File: config.mk
export PLATFORM = sky130hd
export DESIGN_NAME = alu_arbiter
export DESIGN_NICKNAME = d
export VERILOG_FILES = /design/src/rtl/alu_arbiter.sv
export SDC_FILE = /design/constraint.sdc
export NUM_CORES = 1
export LEC_CHECK = 0
export ABC_AREA = 1
export BUFFER_PORTS_ARGS = -buffer_cell sky130_fd_sc_hd__buf_4
export CELL_PAD_IN_SITES_DETAIL_PLACEMENT = 1
export CELL_PAD_IN_SITES_GLOBAL_PLACEMENT = 1
export CORE_MARGIN = 10
export CORE_UTILIZATION = 27
export CTS_CLUSTER_SIZE = 40
export DETAILED_ROUTE_END_ITERATION = 16
export MAX_ROUTING_LAYER = met4
export PLACE_DENSITY_LB_ADDON = 0.1
export SLEW_MARGIN = 5
export SYNTH_ARGS = -nofsm -noshare
export SYNTH_HDL_FRONTEND = slang
export SYNTH_SLANG_ARGS = --single-unit
File: constraint.sdc
create_clock -name clk -period 1.65 [get_ports clk]
set_clock_uncertainty 0.2 [all_clocks]
set_input_delay 0.165 -clock clk [delete_from_list [all_inputs] [get_ports clk]]
set_output_delay 0.165 -clock clk [all_outputs]
set_load 0.01 [all_outputs]
File: src/rtl/alu_arbiter.sv
// alu_arbiter: round-robin arbiter that shares one external ALU between two requesters.
// Each operation walks IDLE (grant) -> EXEC (ALU driven) -> RESP (held until consumed).
module alu_arbiter #(
   parameter int DATA_W = 32,
   parameter int OP_W   = 4,
   parameter int CNT_W  = 16
) (
   input  logic                clk,
   input  logic                reset,
   input  logic [1:0]          ReqValid,
   output logic [1:0]          ReqReady,
   input  logic [2*OP_W-1:0]   ReqOp,
   input  logic [2*DATA_W-1:0] ReqA,
   input  logic [2*DATA_W-1:0] ReqB,
   output logic [OP_W-1:0]     ALUControl,
   output logic [DATA_W-1:0]   ALUA,
   output logic [DATA_W-1:0]   ALUB,
   input  logic [DATA_W-1:0]   ALUResult,
   input  logic                ALUZero,
   output logic                RespValid,
   input  logic                RespReady,
   output logic                RespId,
   output logic [DATA_W-1:0]   RespResult,
   output logic                RespZero,
   output logic                RespErr,
   output logic [CNT_W-1:0]    OpCount
);

   typedef enum logic [1:0] {
      IDLE = 2'd0,
      EXEC = 2'd1,
      RESP = 2'd2
   } state_t;

   localparam logic [OP_W-1:0] LAST_LEGAL_OP = OP_W'(8);

   state_t              state;
   state_t              state_nxt;
   logic                last_grant;
   logic                grant_id;
   logic [1:0]          grant;
   logic                id_p0;
   logic                req_hs;
   logic                resp_hs;
   logic                op_ok;
   logic [OP_W-1:0]     sel_op;
   logic [DATA_W-1:0]   sel_a;
   logic [DATA_W-1:0]   sel_b;

   function automatic logic op_legal(input logic [OP_W-1:0] op);
      return (op <= LAST_LEGAL_OP);
   endfunction

   // Illegal ops report a forced zero result with the zero flag set.
   function automatic logic [DATA_W-1:0] resp_result_f(input logic legal,
                                                       input logic [DATA_W-1:0] res);
      return legal ? res : '0;
   endfunction

   function automatic logic resp_zero_f(input logic legal, input logic zero);
      return legal ? zero : 1'b1;
   endfunction

   // Grant only in IDLE; on a tie the port not granted last time wins.
   always_comb begin
      grant    = 2'b00;
      grant_id = 1'b0;
      if (state == IDLE && !reset) begin
         case (ReqValid)
            2'b01: begin
               grant    = 2'b01;
               grant_id = 1'b0;
            end
            2'b10: begin
               grant    = 2'b10;
               grant_id = 1'b1;
            end
            2'b11: begin
               grant_id = ~last_grant;
               grant    = last_grant ? 2'b01 : 2'b10;
            end
            default: begin
               grant    = 2'b00;
               grant_id = 1'b0;
            end
         endcase
      end
   end

   assign ReqReady  = grant;
   assign req_hs    = |(ReqValid & ReqReady);
   assign resp_hs   = (state == RESP) && RespReady;
   assign RespValid = (state == RESP);
   assign op_ok     = op_legal(ALUControl);

   assign sel_op = grant_id ? ReqOp[2*OP_W-1:OP_W]     : ReqOp[OP_W-1:0];
   assign sel_a  = grant_id ? ReqA[2*DATA_W-1:DATA_W]  : ReqA[DATA_W-1:0];
   assign sel_b  = grant_id ? ReqB[2*DATA_W-1:DATA_W]  : ReqB[DATA_W-1:0];

   always_comb begin
      state_nxt = state;
      case (state)
         IDLE:    if (req_hs) state_nxt = EXEC;
         EXEC:    state_nxt = RESP;
         RESP:    if (RespReady) state_nxt = IDLE;
         default: state_nxt = IDLE;
      endcase
   end

   always_ff @(posedge clk) begin
      if (reset) begin
         state      <= IDLE;
         last_grant <= 1'b1;
         id_p0      <= 1'b0;
         ALUControl <= '0;
         ALUA       <= '0;
         ALUB       <= '0;
         RespId     <= 1'b0;
         RespResult <= '0;
         RespZero   <= 1'b0;
         RespErr    <= 1'b0;
         OpCount    <= '0;
      end else begin
         state <= state_nxt;
         // p0: accepted request is latched straight onto the ALU operand registers
         if (req_hs) begin
            last_grant <= grant_id;
            id_p0      <= grant_id;
            ALUControl <= sel_op;
            ALUA       <= sel_a;
            ALUB       <= sel_b;
         end
         // p1: ALU output captured at the end of EXEC and held through RESP
         if (state == EXEC) begin
            RespId     <= id_p0;
            RespResult <= resp_result_f(op_ok, ALUResult);
            RespZero   <= resp_zero_f(op_ok, ALUZero);
            RespErr    <= ~op_ok;
         end
         if (resp_hs) begin
            OpCount <= OpCount + CNT_W'(1);
         end
      end
   end

endmodule
==> metrics.txt, run 1 <==
Gate Count Post-Synth=874; # DRC=0; port buffer count=295; Hold WS=0.06264 ns; Max Cap Violations=0; Avg Inst Size Synth=6.438 um2; Reg clk slew, reported paths=0.06 ns; first-pass GRT wire length=43.88 mm; largest net degree at the start of global routing=110; type of origin of the critical path=flip-flop; fin worst setup slack=-0.1242 ns; Synth Flop Type=dfxtp_1; Rows=52; cell count of the worst reg-to-reg path=9; 1st-pass router iterations=4; routed wire length=31.24 mm; vias in the first global route=8189; CTS tree=done; Final period util=107.5%; worst skew pair latency=0.42 ns; Slew Viols, Final=0; crit path DAT=1.89 ns; clk buf depth=2; commonest non-fill, non-tap cell in the layout=buf_4; DR WL/cell=18.87 um; Setup violations, final=69; core box area=20360 um2; Die X=164.4 um; PwrDens=879.8 nW/um2; layout cell share with drive strength beyond 1=33.62%; Crit Path Max Fanout=6; sequential share of the synthesized area=43.76%; Final nets=1539; worst relative slew slack=63.61%; most frequent cells in the layout=buf_4 (314), nand2_1 (258), dlygate4sd3_1 (170); Detail Route Antenna Nets=0; Async S/R FF share, synth=0%; RSZ-0062 raised after global routing=true; via/cell ratio=4.593; status=complete, but fails checks; Mapped Area=5627 um2; yosys warns=0; die footprint=27010 um2; final hold vios=0; HP Class=in -> reg; leakage power=5.678 nW; DR vias=7601; initial core utilization=27.63%; Final min period=1.774 ns; Area Growth Syn to Fin=104.1%; initial DRC count=359; Worst Hold End=id_p0; fillers=2456; Seq cells post-synth=123; Power Total=10.10 mW; Hold Crit Depth=6; final instance area=11480 um2; Sink Count=123; Max Freq=563.6 MHz; VDD IR max=0.6198 mV; placed wire-length estimate=17.17 mm; CTS Buf Count=17; RR Endpoint=ALUA[31]; H-tree levels=4; critical path class=reg -> reg; worst r2r src=state[0]; dpl cell area=8289 um2; failing checks=negative setup slack; CP required=1.77 ns; Worst Setup End Kind=flip-flop; Core Util, Final=56.40%; global route total overflow=0; Net Count, Synth=1049; Yosys cell types=26; gr usage total=21.19%; Reg2Reg Setup Slack=-0.12 ns; root buf cell=clkbuf_16; Post-synth EDFFs=0; Hold Crit Start=ReqValid[1]; initial antenna violation count=8; Final GP Congestion=0.7816; Slew @ Worst Pin=0.5458 ns; die height=164.4 um; I/O pin cnt=296
worst max-delay path, cell delays in order (launching register included):
cell and delay, ns:
dfxtp_2 0.33, nor3_4 0.21, nand2_2 0.12, buf_8 0.17, buf_12 0.15, buf_16 0.14
nand2_1 0.07, nand3_1 0.11, nand2_1 0.12, inv_1 0.05
Yosys cell counts (all sizes together), types with 6 or more instances:
master	instances	share of area (%)
clkbuf	16	1.1
nand3	111	9.9
dfxtp	123	44
inv	87	5.8
o21ai	6	0.53
a21oi	38	3.4
nor2	164	11
nand2	269	18
buf	36	3.4
report_power, final:
part / switching (mW) / internal [mW]
registers: 0.189 / 3.26
logic: 1.45 / 1.60
clock network: 1.49 / 2.12
total: 3.13 / 6.97
worst max path at each step:
stage	start	to	slack [ns]	depth (start not counted)
after floorplan	OpCount[0]	OpCount[8]	0.08	6
after global placement	state[1]	ALUB[3]	0.03	7
after detailed placement	state[1]	ALUB[25]	-0.02	7
after CTS	state[0]	ALUA[9]	-0.08	9
after global routing	state[0]	ALUB[18]	-0.22	10
final	state[0]	ALUA[31]	-0.12	9
repair_timing:
item | CTS | global route
endpoints found under the setup margin | 30 | 80
cloned | 4 | 16
hold endpoints to repair | 104 | 0
hold buffers | 170 | 0
setup buffers | 5 | 5
gates resized for setup | 9 | 99
pin swaps | 4 | 56
layout make-up:
class                      instances  area [um2]  area share [%]
timing repair buffer             522        4851           42.24
multi-input combinational        612        2914           25.37
sequential                       123        2469           21.49
clock buffer                      19       442.9           3.857
tap                              270       337.8           2.941
inverter                          88       332.8           2.898
clock inverter                    13       117.6           1.024
antenna                            8       20.02          0.1743
per-stage QoR:
step / setup WS, ns / TNS [ns] / instances
detailed placement: -0.02452 / -0.1852 / 1416
floorplan: 0.08114 / 0 / 874
CTS: -0.07536 / -2.903 / 1627
global placement: 0.02751 / 0 / 1416
finish: -0.1242 / -3.654 / 1655
global route: -0.2159 / -10.64 / 1655
kinds of logic (layout without fill, tap and decap cells):
kind of cell	after synthesis	after routing	synth area share (%)
simple gates	552	553	39.69
buf+inv	140	642	10.38
flops	123	123	43.76
compound gates	54	54	5.315
xor+xnor	4	4	0.6226
fa+ha+maj	1	1	0.2223
other cells	0	8	0
metal layers:
layer	up-vias	GRT usage [%]	share of wire, %
met5	-	-	0
met4	0	8.123	2.5
met2	228	35.03	51
li1	3694	-	-
met3	49	7.935	7.0
met1	3630	22.67	40
sequential cells by signal, indices dropped and copies added (netlist names):
register	count
ALUA	32
ALUB	32
ALUControl	4
OpCount	16
RespErr	1
RespId	1
RespResult	32
RespZero	1
id_p0	1
last_grant	1
state	2
(Power assumes the default switching activity.)
==> run 2, diff against run 1 <==
==> constraint.sdc (replaced) <==
create_clock -name clk -period 1.65 [get_ports clk]
set_clock_uncertainty 0.2 [all_clocks]
set_input_delay 0.165 -clock clk [delete_from_list [all_inputs] [get_ports clk]]
set_output_delay 0.165 -clock clk [all_outputs]
set_load 0.05 [all_outputs]
==> metrics.txt, run 2 (synthesized netlist as in run 1, its figures left out) <==
layout cell share with drive strength beyond 1=36.80%; largest net degree at the start of global routing=110; DR vias=7770; cell family with most CP delay=simple AND/OR/NAND/NOR gates; Worst Setup End Kind=flip-flop; Reg2Reg Setup Slack=-0.18 ns; RSZ-0062 raised after global routing=true; fin worst setup slack=-0.1753 ns; core box area=20360 um2; CTS Buf Count=17; type of origin of the critical path=flip-flop; failing checks=negative setup slack; DR WL/cell=19.14 um; Max Freq=547.8 MHz; Final nets=1545; initial DRC count=303; initial core utilization=27.63%; crit path DAT=2.01 ns; CTS tree=done; biggest regs=ALUA: 32 flops, ALUB: 32 flops, RespResult: 32 flops; Die X=164.4 um; Crit Path Max Fanout=11; root buf cell=clkbuf_16; WP buf/inv=4; routed wire length=31.87 mm; initial antenna violation count=10; CP required=1.83 ns; Max Cap Violations=0; Reg clk slew, reported paths=0.07 ns; die footprint=27010 um2; worst path cell trace=nor3_4, nand2_2, buf_6, nand2_8, buf_12, clkbuf_16, nor2_2, nor2_1, nand2_1, inv_1; vias in the first global route=8012; global route total overflow=0; Final period util=110.6%; critical path's largest stage delay=0.36 ns; HP Class=in -> reg; CP max stage cell=dfxtp_4; Sink Count=123; placed wire-length estimate=17.61 mm; Slew @ Worst Pin=0.5425 ns; clk buf depth=2; VDD IR max=0.6653 mV; PwrDens=940.9 nW/um2; Rows=52; Final GP Congestion=0.7699; Slew Viols, Final=0; gr usage total=20.93%; worst skew pair latency=0.43 ns; commonest non-fill, non-tap cell in the layout=buf_4; leakage power=5.763 nW; most frequent cells in the layout=buf_4 (313), nand2_1 (235), dlygate4sd3_1 (170); worst relative slew slack=63.83%; first-pass GRT wire length=43.31 mm; Detail Route Antenna Nets=0; port buffer count=295; status=complete, but fails checks; 1st-pass router iterations=5; Core Util, Final=57.92%; die height=164.4 um; Hold WS=0.1164 ns; Setup violations, final=70; via/cell ratio=4.667; critical path class=reg -> reg; Final min period=1.825 ns; H-tree levels=4; # DRC=0; Area Growth Syn to Fin=109.6%; final hold vios=0; I/O pin cnt=296
==> run 2: repair_timing <==
action / 4_1_cts / 5_1_grt
setup endpoints to repair: 44 / 75
pin swaps: 4 / 66
setup buffers: 10 / 6
resized for setup: 28 / 141
gates cloned: 2 / 18
hold endpoints to repair: 104 / 0
hold buffers: 170 / 0
==> run 2: worst paths after layout <==
path	from	end	cells past startpoint
worst max-delay path	state[1]	ALUB[31]	10
worst min-delay path	reset	state[0]	5
worst max register to register	state[1]	ALUB[31]	10
worst min register to register	RespResult[4]	RespResult[4]	2
==> run 2: worst register-to-register path: cells and delay by family (launching register included) <==
| kind | cells | cell delay, ns |
|---|---|---|
| and+or+nand+nor | 6 | 0.66 |
| DFF | 1 | 0.36 |
| buffers and inverters | 4 | 0.58 |
==> run 2: per-layer routing <==
layer  vias up  global-route usage (%)  wire (um)
li1       3707                       -          -
met1      3713                   22.79      12700
met2       287                   34.11      15950
met3        63                   7.284       2276
met4         0                   8.976        954
met5         -                       -          0
==> run 2: area by class of cell <==
type                            count  area (um2)
Fill cell                        2416        8569
Antenna cell                       12       30.03
Tap cell                          270       337.8
Clock inverter                     14       122.6
Sequential cell                   123        2477
Timing Repair Buffer              528        4945
Inverter                           88       337.8
Clock buffer                       18       439.2
Multi-Input combinational cell    612        3105
==> run 2: through the flow <==
stage / setup WS [ns] / instance area [um2] / cells / power, mW / TNS, ns
global placement: 0.03043 / 8364 / 1418 / 6.444 / 0
floorplan: 0.002195 / 5648 / 874 / 5.288 / 0
finish: -0.1753 / 11800 / 1665 / 11.10 / -7.310
global route: -0.2760 / 11790 / 1663 / 11.59 / -13.01
CTS: -0.1128 / 10890 / 1632 / 10.63 / -2.924
detailed placement: -0.05816 / 8364 / 1418 / 6.481 / -0.7339
==> run 2: power by group <==
part	internal [mW]	total, mW	switching [mW]
Sequential	3.25	3.45	0.194
Combinational	1.67	4.01	2.34
Clock	2.11	3.64	1.53
==> run 3, diff against run 2 <==
--- a/config.mk
+++ b/config.mk
@@ -5,7 +5,6 @@
 export SDC_FILE = /design/constraint.sdc
 export NUM_CORES = 1
 export LEC_CHECK = 0
-export ABC_AREA = 1
 export BUFFER_PORTS_ARGS = -buffer_cell sky130_fd_sc_hd__buf_4
 export CELL_PAD_IN_SITES_DETAIL_PLACEMENT = 1
 export CELL_PAD_IN_SITES_GLOBAL_PLACEMENT = 1
@@ -15,6 +14,7 @@
 export DETAILED_ROUTE_END_ITERATION = 16
 export MAX_ROUTING_LAYER = met4
 export PLACE_DENSITY_LB_ADDON = 0.1
+export SETUP_SLACK_MARGIN = 0.05
 export SLEW_MARGIN = 5
 export SYNTH_ARGS = -nofsm -noshare
 export SYNTH_HDL_FRONTEND = slang
==> metrics.txt, run 3 <==
worst skew pair latency=0.43 ns; Crit Path Max Fanout=5; largest net degree at the start of global routing=83; Sink Count=123; Slew @ Worst Pin=1.208 ns; Final period util=138.7%; critical path class=reg -> reg; placed cells=1117; Rows=49; Final min period=2.289 ns; clk buf depth=2; largest cells by area after synthesis=dfxtp_1 (49%), a311oi_1 (12%), nand2_1 (11%); non-filler cells, final=1387; Worst Setup End Kind=flip-flop; CTS tree=done; die height=156.3 um; Gate Count Post-Synth=604; initial DRC count=465; PwrDens=904.4 nW/um2; H-tree levels=4; layout cell share with drive strength beyond 1=60.07%; Yosys cell types=32; core box area=18150 um2; Max Freq=437.0 MHz; leakage power=5.433 nW; gr usage total=26.08%; I/O pin cnt=296; initial core utilization=27.65%; yosys warns=0; met1 Use GR=25.69%; sequential share of the synthesized area=49.07%; # DRC=0; Setup violations, final=116; Post-synth EDFFs=0; biggest regs=ALUA: 32 flops, ALUB: 32 flops, RespResult: 32 flops; Detail Route Antenna Nets=0; port buffer count=295; dpl cell area=7854 um2; critical path's largest stage delay=0.41 ns; Max Cap Violations=0; final instance area=12610 um2; global route total overflow=0; placed wire-length estimate=17.01 mm; Reg clk slew, reported paths=0.07 ns; initial antenna violation count=8; gr busiest metal=met2; crit path DAT=2.40 ns; status=complete, but fails checks; Setup Total Neg Slack=-39.14 ns; Final nets=1309; Mapped Area=5019 um2; fin worst setup slack=-0.6386 ns; commonest non-fill, non-tap cell in the layout=buf_4; HP Class=in -> reg; worst relative slew slack=19.45%; Hold WS=0.08586 ns; Seq cells post-synth=123; share of the synthesized area in the top cell type=49.07%; vias in the first global route=8129; Avg Inst Size Synth=8.309 um2; GR Util met3=7.429%; first-pass GRT wire length=48.03 mm; most frequent cells in the layout=buf_4 (319), dlygate4sd3_1 (170), dfxtp_1 (107); worst path cell trace=or3b_4, a211o_4, inv_8, clkbuf_16, buf_12, nand2_4, a311oi_2; CP max stage cell=or3b_4; final hold vios=0; Final GP Congestion=0.8109; grt met2 use=45.81%; DR vias=7622; via/cell ratio=5.495; largest area contributor in the netlist=dfxtp_1; Async S/R FF share, synth=0%; Synth Flop Type=dfxtp_1; Net Count, Synth=779; top cells by count, synth=nand2_1 (141), dfxtp_1 (123), nor2_1 (112), a311oi_1 (68), clkbuf_1 (39); 1st-pass router iterations=5; CTS Buf Count=17; VDD IR max=0.7126 mV; die footprint=24440 um2; Area Growth Syn to Fin=151.2%; root buf cell=clkbuf_16; WP buf/inv=3; failing checks=negative setup slack; type of origin of the critical path=flip-flop; Slew Viols, Final=0; CP required=1.76 ns; Die X=156.3 um; RSZ-0062 raised after global routing=true; Power Total=11.40 mW; top-count cell post-synth=nand2_1; DR WL/cell=29.83 um; cell family with most CP delay=compound AO/OA/AOI/OAI gates; routed wire length=41.37 mm
## run 3: cell count changes after synthesis, sizes merged, moves of 3 or more
cell	change
a211o	+3
a21oi	-29
a22oi	+32
a311oi	+68
buf	-23
clkbuf	+23
inv	-78
nand2	-128
nand2b	+3
nand3	-103
nor2	-52
o21bai	-4
or3	+6
xnor2	+7
## run 3: final cells by class
type                       instances  area [um2]
sequential                       123        2505
timing repair buffer             563        5519
inverter                           9       45.04
clock inverter                    12       96.34
antenna                           11       27.53
clock buffer                      20       456.7
multi-input combinational        420        3670
fill                            1814        5542
tap                              229       286.5
## run 3: worst register-to-register path, cell delays in order (launching register included)
cell	delay (ns)
dfxtp_2	0.35
or3b_4	0.41
a211o_4	0.32
inv_8	0.09
clkbuf_16	0.18
buf_12	0.16
nand2_4	0.07
a311oi_2	0.39
## run 3: final timing paths
path / from / end / slack, ns / depth (start not counted)
worst min-delay path: ReqValid[0] / last_grant / 0.09 / 3
worst max register to register: state[0] / ALUB[18] / -0.64 / 7
worst max-delay path: state[0] / ALUB[18] / -0.64 / 7
worst min register to register: RespZero / RespZero / 0.26 / 2
## run 3: cell families after synthesis
logic type      after synthesis  synth area share [%]
buf+inv                      61                 6.108
fa+ha+maj                     1                0.2493
xor+xnor                      9                 1.571
compound gates              121                 19.10
mux                           1                0.1995
flops                       123                 49.07
simple gates                288                 23.71
## run 3: stage by stage
stage	setup WS, ns	utilization (%)
after global routing	-0.5938	69.45
final	-0.6386	69.46
after CTS	-0.5017	63.99
after floorplan	-0.2716	-
after detailed placement	-0.4077	43.28
after global placement	-0.3321	43.28
## run 3: per-layer routing
| layer | vias up | part of all wire, % |
|---|---|---|
| met5 | - | 0 |
| met4 | 0 | 6.6 |
| met3 | 172 | 7.2 |
| met2 | 491 | 51 |
| met1 | 3747 | 35 |
| li1 | 3212 | - |
## run 3: what timing repair did
action,4_1_cts,5_1_grt
cloned,19,13
hold buffers,170,0
resized for setup,195,188
endpoints found under the hold margin,102,0
endpoints found under the setup margin,110,121
setup buffers,24,13
pin swaps,55,73
## run 3: where the power goes
group	switching [mW]	internal (mW)	total (mW)
registers	0.225	3.23	3.45
logic	2.42	1.80	4.22
clock network	1.59	2.14	3.73
